==> src/rtl/control_unit.sv <==
// control_unit
// Multi-cycle controller for the processor datapath. Each instruction walks
// FETCH -> EXEC -> WB (3 cycles). INPUT/OUTPUT pause in WAIT_IO until a
// debounced press of the board button. HALT parks the FSM until reset.
//
// Optional feature macro: CTRL_CONFIRM_SYNC_EN
//   defined   : confirm goes through a 2-flop synchronizer (+2 cycles latency)
//   undefined : confirm is sampled directly (must be synchronous to clock)
//
// Ports
//   clock, reset     : rising-edge clock, synchronous active-high reset
//   opcode[5:0]      : instruction opcode from datapath (latched in FETCH)
//   flagJB           : branch-taken flag, only looked at in WB
//   confirm          : user push-button level
//   flagDM           : data memory write
//   flagJR           : jump-register address select
//   flagLSR          : register-indirect data address
//   flagRF           : register-file write
//   flagPC[1:0]      : 0 hold, 1 increment, 2 load
//   flagBQ[1:0]      : 0 none, 1 BEQ, 2 BNE
//   flagMuxRF[2:0]   : 0 zero, 1 ALU, 2 DM, 3 IN, 4 imm
//   waiting, halted  : state indicators
//   state[2:0]       : debug state code
module control_unit #(
  parameter int DEBOUNCE_LEN = 4
) (
  input  logic       clock,
  input  logic       reset,
  input  logic [5:0] opcode,
  input  logic       flagJB,
  input  logic       confirm,
  output logic       flagDM,
  output logic       flagJR,
  output logic       flagLSR,
  output logic       flagRF,
  output logic [1:0] flagPC,
  output logic [1:0] flagBQ,
  output logic [2:0] flagMuxRF,
  output logic       waiting,
  output logic       halted,
  output logic [2:0] state
);

  typedef enum logic [2:0] {
    FETCH   = 3'd0,
    EXEC    = 3'd1,
    WB      = 3'd2,
    WAIT_IO = 3'd3,
    HALT    = 3'd4
  } state_t;

  localparam logic [5:0] OP_ALU    = 6'd0;
  localparam logic [5:0] OP_ALUI   = 6'd1;
  localparam logic [5:0] OP_LOADI  = 6'd2;
  localparam logic [5:0] OP_LOAD   = 6'd3;
  localparam logic [5:0] OP_LOADR  = 6'd4;
  localparam logic [5:0] OP_STORE  = 6'd5;
  localparam logic [5:0] OP_STORER = 6'd6;
  localparam logic [5:0] OP_JUMP   = 6'd7;
  localparam logic [5:0] OP_JR     = 6'd8;
  localparam logic [5:0] OP_BEQ    = 6'd9;
  localparam logic [5:0] OP_BNE    = 6'd10;
  localparam logic [5:0] OP_INPUT  = 6'd11;
  localparam logic [5:0] OP_OUTPUT = 6'd12;
  localparam logic [5:0] OP_NOP    = 6'd13;
  localparam logic [5:0] OP_HALT   = 6'd63;

  // Counter only needs to reach DEBOUNCE_LEN-1; the final high sample accepts.
  localparam int CNT_W = (DEBOUNCE_LEN > 1) ? $clog2(DEBOUNCE_LEN) : 1;
  localparam logic [CNT_W-1:0] CNT_LAST = CNT_W'(DEBOUNCE_LEN - 1);

  state_t           stateCur_r;
  state_t           stateNxt_s;
  logic [5:0]       op_r;
  logic             armed_r;
  logic [CNT_W-1:0] debCnt_r;
  logic             confirmSample_s;
  logic             isIo_s;
  logic             accept_s;

`ifdef CTRL_CONFIRM_SYNC_EN
  logic [1:0] confirmSync_r;

  // Two-flop synchronizer for the asynchronous push-button.
  always_ff @(posedge clock) begin
    if (reset) begin
      confirmSync_r <= 2'b00;
    end else begin
      confirmSync_r <= {confirmSync_r[0], confirm};
    end
  end

  assign confirmSample_s = confirmSync_r[1];
`else
  assign confirmSample_s = confirm;
`endif

  assign isIo_s   = (op_r == OP_INPUT) || (op_r == OP_OUTPUT);
  // Press accepted on the DEBOUNCE_LEN-th consecutive armed high sample.
  assign accept_s = (stateCur_r == WAIT_IO) && armed_r && confirmSample_s
                    && (debCnt_r == CNT_LAST);

  // Next-state logic.
  always_comb begin
    stateNxt_s = stateCur_r;
    case (stateCur_r)
      FETCH:   stateNxt_s = EXEC;
      EXEC: begin
        if (isIo_s) begin
          stateNxt_s = WAIT_IO;
        end else if (op_r == OP_HALT) begin
          stateNxt_s = HALT;
        end else begin
          stateNxt_s = WB;
        end
      end
      WB:      stateNxt_s = FETCH;
      WAIT_IO: begin
        if (accept_s) begin
          stateNxt_s = WB;
        end else begin
          stateNxt_s = WAIT_IO;
        end
      end
      HALT:    stateNxt_s = HALT;
      default: stateNxt_s = FETCH;
    endcase
  end

  // State, opcode latch and debounce registers.
  always_ff @(posedge clock) begin
    if (reset) begin
      stateCur_r <= FETCH;
      op_r       <= OP_NOP;
      armed_r    <= 1'b0;
      debCnt_r   <= '0;
    end else begin
      stateCur_r <= stateNxt_s;
      if (stateCur_r == FETCH) begin
        op_r <= opcode;
      end else begin
        op_r <= op_r;
      end
      // A button already held when the wait starts must be released first.
      if ((stateCur_r == EXEC) && (stateNxt_s == WAIT_IO)) begin
        armed_r <= ~confirmSample_s;
      end else if ((stateCur_r == WAIT_IO) && !confirmSample_s) begin
        armed_r <= 1'b1;
      end else begin
        armed_r <= armed_r;
      end
      // Outside WAIT_IO, on a low sample, or on acceptance the count restarts.
      if ((stateCur_r == WAIT_IO) && armed_r && confirmSample_s && !accept_s) begin
        debCnt_r <= debCnt_r + CNT_W'(1);
      end else begin
        debCnt_r <= '0;
      end
    end
  end

  // Control flags decoded from registered state and latched opcode.
  always_comb begin
    flagDM    = 1'b0;
    flagJR    = 1'b0;
    flagLSR   = 1'b0;
    flagRF    = 1'b0;
    flagPC    = 2'd0;
    flagBQ    = 2'd0;
    flagMuxRF = 3'd0;
    case (stateCur_r)
      EXEC, WB: begin
        case (op_r)
          OP_ALU, OP_ALUI: flagMuxRF = 3'd1;
          OP_LOADI:        flagMuxRF = 3'd4;
          OP_LOAD:         flagMuxRF = 3'd2;
          OP_LOADR: begin
            flagMuxRF = 3'd2;
            flagLSR   = 1'b1;
          end
          OP_STORER:       flagLSR = (stateCur_r == EXEC);
          OP_JR:           flagJR = 1'b1;
          OP_BEQ:          flagBQ = 2'd1;
          OP_BNE:          flagBQ = 2'd2;
          OP_INPUT:        flagMuxRF = 3'd3;
          default:         flagMuxRF = 3'd0;
        endcase
        if (stateCur_r == EXEC) begin
          flagDM = (op_r == OP_STORE) || (op_r == OP_STORER);
        end else begin
          flagRF = (op_r <= OP_LOADR) || (op_r == OP_INPUT);
          if ((op_r == OP_JUMP) || (op_r == OP_JR)) begin
            flagPC = 2'd2;
          end else if (((op_r == OP_BEQ) || (op_r == OP_BNE)) && flagJB) begin
            flagPC = 2'd2;
          end else begin
            flagPC = 2'd1;
          end
        end
      end
      WAIT_IO: begin
        if (op_r == OP_INPUT) begin
          flagMuxRF = 3'd3;
        end else begin
          flagMuxRF = 3'd0;
        end
      end
      default: flagMuxRF = 3'd0;
    endcase
  end

  assign waiting = (stateCur_r == WAIT_IO);
  assign halted  = (stateCur_r == HALT);
  assign state   = stateCur_r;

endmodule
==> config.mk <==
export PLATFORM = sky130hd
export DESIGN_NAME = control_unit
export DESIGN_NICKNAME = d
export VERILOG_FILES = /design/src/rtl/control_unit.sv
export SDC_FILE = /design/constraint.sdc
export NUM_CORES = 1
export LEC_CHECK = 0
export ABC_AREA = 1
export BUFFER_PORTS_ARGS = -buffer_cell sky130_fd_sc_hd__clkbuf_2
export CORE_MARGIN = 3
export CORE_UTILIZATION = 51
export CTS_CLUSTER_DIAMETER = 150
export DETAILED_ROUTE_END_ITERATION = 16
export PLACE_DENSITY = 0.85
export SYNTH_ARGS = -nofsm -noshare
export SYNTH_HDL_FRONTEND = slang
export SYNTH_SLANG_ARGS = --single-unit
==> constraint.sdc <==
create_clock -name clock -period 1.9 [get_ports clock]
set_input_delay 0.095 -clock clock [delete_from_list [all_inputs] [get_ports clock]]
set_output_delay 0.095 -clock clock [all_outputs]
set_load 0.05 [all_outputs]
Word-level counts from Yosys, hierarchy flattened
Cells that the tools add are included.

Bits of input ports: 10. Flip-flop bits (word level): 12. Output and inout bits: 16.

Bitwise gates (word level): 2. Reductions and logical operators: 21. Magnitude comparators: 1. $add $sub $neg: 1. Eq/ne operators: 19. Mux-type cells: 23.

Operator list (count): == test 6 x 4 -> 1 bit (second input constant) (5); == test 6 x 3 -> 1 bit (second input constant) (4); case mux 3 bit (4 select lines) (2); == test 6 x 2 -> 1 bit (second input constant) (2); two-way mux 2 bit (6); two-way mux 1 bit (10); == test 3 x 2 -> 1 bit (second input constant) (3); OR reduction 2 bit (4); logical AND 1 bit (7); == test 6 x 1 -> 1 bit (second input constant) (1); == test 6 bit (second input constant) (1); <= comparator 6 x 3 -> 1 bit (second input constant) (1); zero test 6 bit (1); two-way mux 3 bit (2); case mux 3 bit (2 select lines) (1); logical OR 1 bit (5); case mux 2 bit (2 select lines) (1); == test 3 x 1 -> 1 bit (second input constant) (1); == test 3 bit (second input constant) (1); zero test 3 bit (1); adder 2 x 1 -> 2 bit (second input constant) (1); == test 2 bit (second input constant) (1); zero test 1 bit (2); NOT 1 bit (2); 2 further kinds (2).

Depth between registers and ports, before layout
Word-level depth: 9. Mapped depth: 8. Mapped depth without buffers: 8.

Worst setup path before layout
No wires, ideal clock.

Path type: reg2out. Start point: register stateCur_r[0] (netlist: state[0]). End point: output flagDM. Arrival: 2.505 ns. Cell stages (with the launch flop): 3. Data required time: 1.805 ns. Path buffers: 0. Slack: -0.700 ns. Cells stage by stage: dfxtp_1 -> nand3_1 -> nor4_1.

Longest elaborated chain between the ends: 3. Elaborated cells on any way between the ends: 5. Classes of those cells: eq/ne (2); mux (2); reduce/logical (1).

Ends and longest elaborated chain: from (decl) (RTL line 72) `state_t stateCur_r;`; from (signal assigned) (RTL line 138) `stateCur_r <= stateNxt_s;`; == test 3 x 1 -> 1 bit or == test 3 x 2 -> 1 bit (tied branches) (RTL line 170, 187); two-way mux 1 bit or OR reduction 2 bit (tied branches) (RTL line 187, 170); two-way mux 1 bit (*) (RTL line 170) `case (stateCur_r)`; to (decl) (RTL line 32) `output logic flagDM,`.

Mark *: on every way between the ends. The rest lies on a longest branch, timed or not.

Worst setup path in the final report
Start point: register stateCur_r[1] (netlist: state[1]). End point: output flagMuxRF[1].

Longest elaborated chain between the ends: 3. Elaborated cells on any way between the ends: 5. Classes of those cells: eq/ne (3); mux (1); reduce/logical (1).

Ends and longest elaborated chain: == test 3 x 1 -> 1 bit or == test 3 x 2 -> 1 bit (tied branches) (RTL line 170); OR reduction 2 bit (RTL line 170); case mux 3 bit (2 select lines) (*) (RTL line 170); to (decl) (RTL line 38) `output logic [2:0] flagMuxRF,`.

Marked as above.

==> flow_summary.json <==
{
  "status": "complete, no violations",
  "seqCellArea_um2": 241,
  "worstPathRequired_ns": 1.80,
  "tightestPinTransition_ns": 0.293,
  "synth-seq-cells": 12,
  "synthTopCellsByCount": "22 x nand2_1, 20 x nor2_1, 19 x inv_1",
  "finalClockSkew_ns": 0.00139,
  "drcViolationCount": 0,
  "viasPerCell": 5.23,
  "dp_cells": 151,
  "worstPathMaxFanout": 6,
  "arrival_ns": 1.67,
  "io_buffers": 25,
  "synth-edff-count": 0,
  "hold_start": "opcode[0]",
  "drtAntennaViolNets": 0,
  "fin_util_pct": 78.0,
  "drv_slew": 0,
  "yosys-top-cells-area": "dfxtp_1 33%, nand2_1 11%, nor2_1 10%, inv_1 9.9%, nand3_1 6.9%",
  "powerDensity_nw_per_um2": 835,
  "r2r_start": "op_r[0]",
  "layout.nets": 153,
  "hold_class": "primary input to flip-flop",
  "reg2reg_slack_ns": 0.68,
  "synthCells": 112,
  "start_kind": "flip-flop",
  "rows": 12,
  "cts-root-buf": "clkbuf_4",
  "cts.sinks": 12,
  "ctsResizeCount": 0,
  "drt-total-wl_um": 1780,
  "wl_per_cell_um": 11.5,
  "critical_path_class": "flip-flop to primary output",
  "rr_worst_depth": 8,
  "drt_iter0_markers": 23,
  "ys_async_sr_fraction_pct": 0,
  "insertion_delay_ns": 0.27,
  "num-fill-cells": 96,
  "dieWidth_um": 43.6,
  "finalNonFillerCells": 155,
  "holdWs_ns": 0.0210,
  "ir_worst_vdd_uv": 525,
  "hold_viol": 0,
  "drv_cap": 0,
  "min_period_ns": 1.77,
  "grt_setup_unrepaired": "no",
  "die_y_um": 43.6,
  "ys_warn_count": 0,
  "cp-end-kind": "primary output",
  "slew_headroom_pct": 80.6,
  "drive_gt1_share_pct": 34.8,
  "synth_cell_type_count": 23,
  "ctsHoldBuffers": 0,
  "placed_area_um2": 902,
  "post-dp-hpwl_um": 1500,
  "fmax_mhz": 565,
  "antenna_found_initial": 0,
  "grt_max_degree": 8,
  "cts_setup_buffers": 0,
  "die_area_um2": 1900,
  "cts_tree": "done",
  "cts_buffers": 3,
  "multi_input_area_um2": 448,
  "grt_pass1_wl_um": 3080,
  "yosys.cell_count.top_type": "nand2_1",
  "grt_pass1_vias": 751,
  "r2r_end": "armed_r",
  "vias": 811,
  "synth.avg_cell_area_um2": 6.45,
  "place_congestion": 0.865,
  "min_to": "op_r[0]",
  "synth.largest_area_cell": "dfxtp_1",
  "setup_viol": 0,
  "cts_buffer_depth": 2,
  "final_area_um2": 948,
  "power.leakage_uw": 0.000501,
  "netlist_area_um2": 722,
  "clk_pin_slew_ns": 0.07,
  "grt_use_total_pct": 21.4,
  "total_power_uw": 792,
  "yosysSeqAreaShare_pct": 33.3,
  "cp-startpoint": "state[1]",
  "first_pass_iters": 4,
  "antennaDiodeCount": 0,
  "synth_ff_type": "dfxtp_1",
  "grt_overflow": 0,
  "cts_max_level": 1,
  "start_util_pct": 59.4,
  "ios": 26,
  "period_share_pct": 93.1,
  "syn_nets": 123,
  "syn_to_final_growth_pct": 31.4,
  "core_um2": 1220,
  "synth_top_area_share_pct": 33.3,
  "holdPathStages": 3
}
[critical path, cell delays in order, from the launching register on]
cell	delay (ns)
dfxtp_2	0.34
inv_1	0.15
nand3_2	0.17
nand2_1	0.18
inv_1	0.12
a22oi_2	0.16
buf_2	0.28
[power breakdown]
part	total (uW)	internal, uW	switching (uW)	leakage, uW
clock	199	116	83.0	0.0000210
combinational	282	77.4	205	0.000381
sequential	310	278	32.0	0.0000993
total	792	472	320	0.000501
[cells by family after synthesis]
logic type	count (synthesis)	share of synthesized area [%]
buf+inv	20	10.4
fa+ha+maj	1	1.73
simple gates	66	43.2
flops	12	33.3
compound gates	13	11.4
[metrics by stage]
step	TNS, ns	setup WS [ns]
final	0	0.132
after global routing	0	0.0169
after CTS	0	0.00879
after detailed placement	0	0.313
after global placement	0	0.400
after floorplan	-0.277	-0.179
[area by class of cell]
class                      count  share of cell area, %
clock buffer                   4                   3.83
inverter                      20                   7.92
timing repair buffer          25                   13.7
tap                           14                   1.85
multi-input combinational     80                   47.2
sequential                    12                   25.5
[worst max-delay path by stage]
stage | slack (ns) | cells past startpoint | to
final | 0.13 | 6 | flagMuxRF[1]
after global routing | 0.02 | 6 | flagMuxRF[1]
after CTS | 0.009 | 6 | flagLSR
after detailed placement | 0.31 | 6 | flagLSR
after global placement | 0.40 | 6 | flagMuxRF[1]
after floorplan | -0.18 | 2 | flagDM
[cell usage in the layout (no fill, tap or decap), drive strengths merged]
cell and instances:
dfxtp 12, a21oi 3, nor2 24, a31oi 2, ha 1, nand2 25, o211ai 2, nor3 2
o21ai 4, nand4 2, nand3 11, buf 1, clkbuf 28, a22oi 1, o32ai 1, inv 20
or2 1, nor4 1
[sequential cells by signal (all words and copies together) (netlist names)]
register / cells
armed_r: 1
debCnt_r: 2
op_r: 6
state: 3
[routing by layer]
layer,vias to the layer above,GRT usage [%],share of wire [%]
met5,-,0,0
met4,0,8.43,2.0
met3,4,3.73,6.4
met2,39,39.0,50
met1,351,24.1,41
li1,417,-,-
Note: power is estimated with default switching activity, not from simulation.
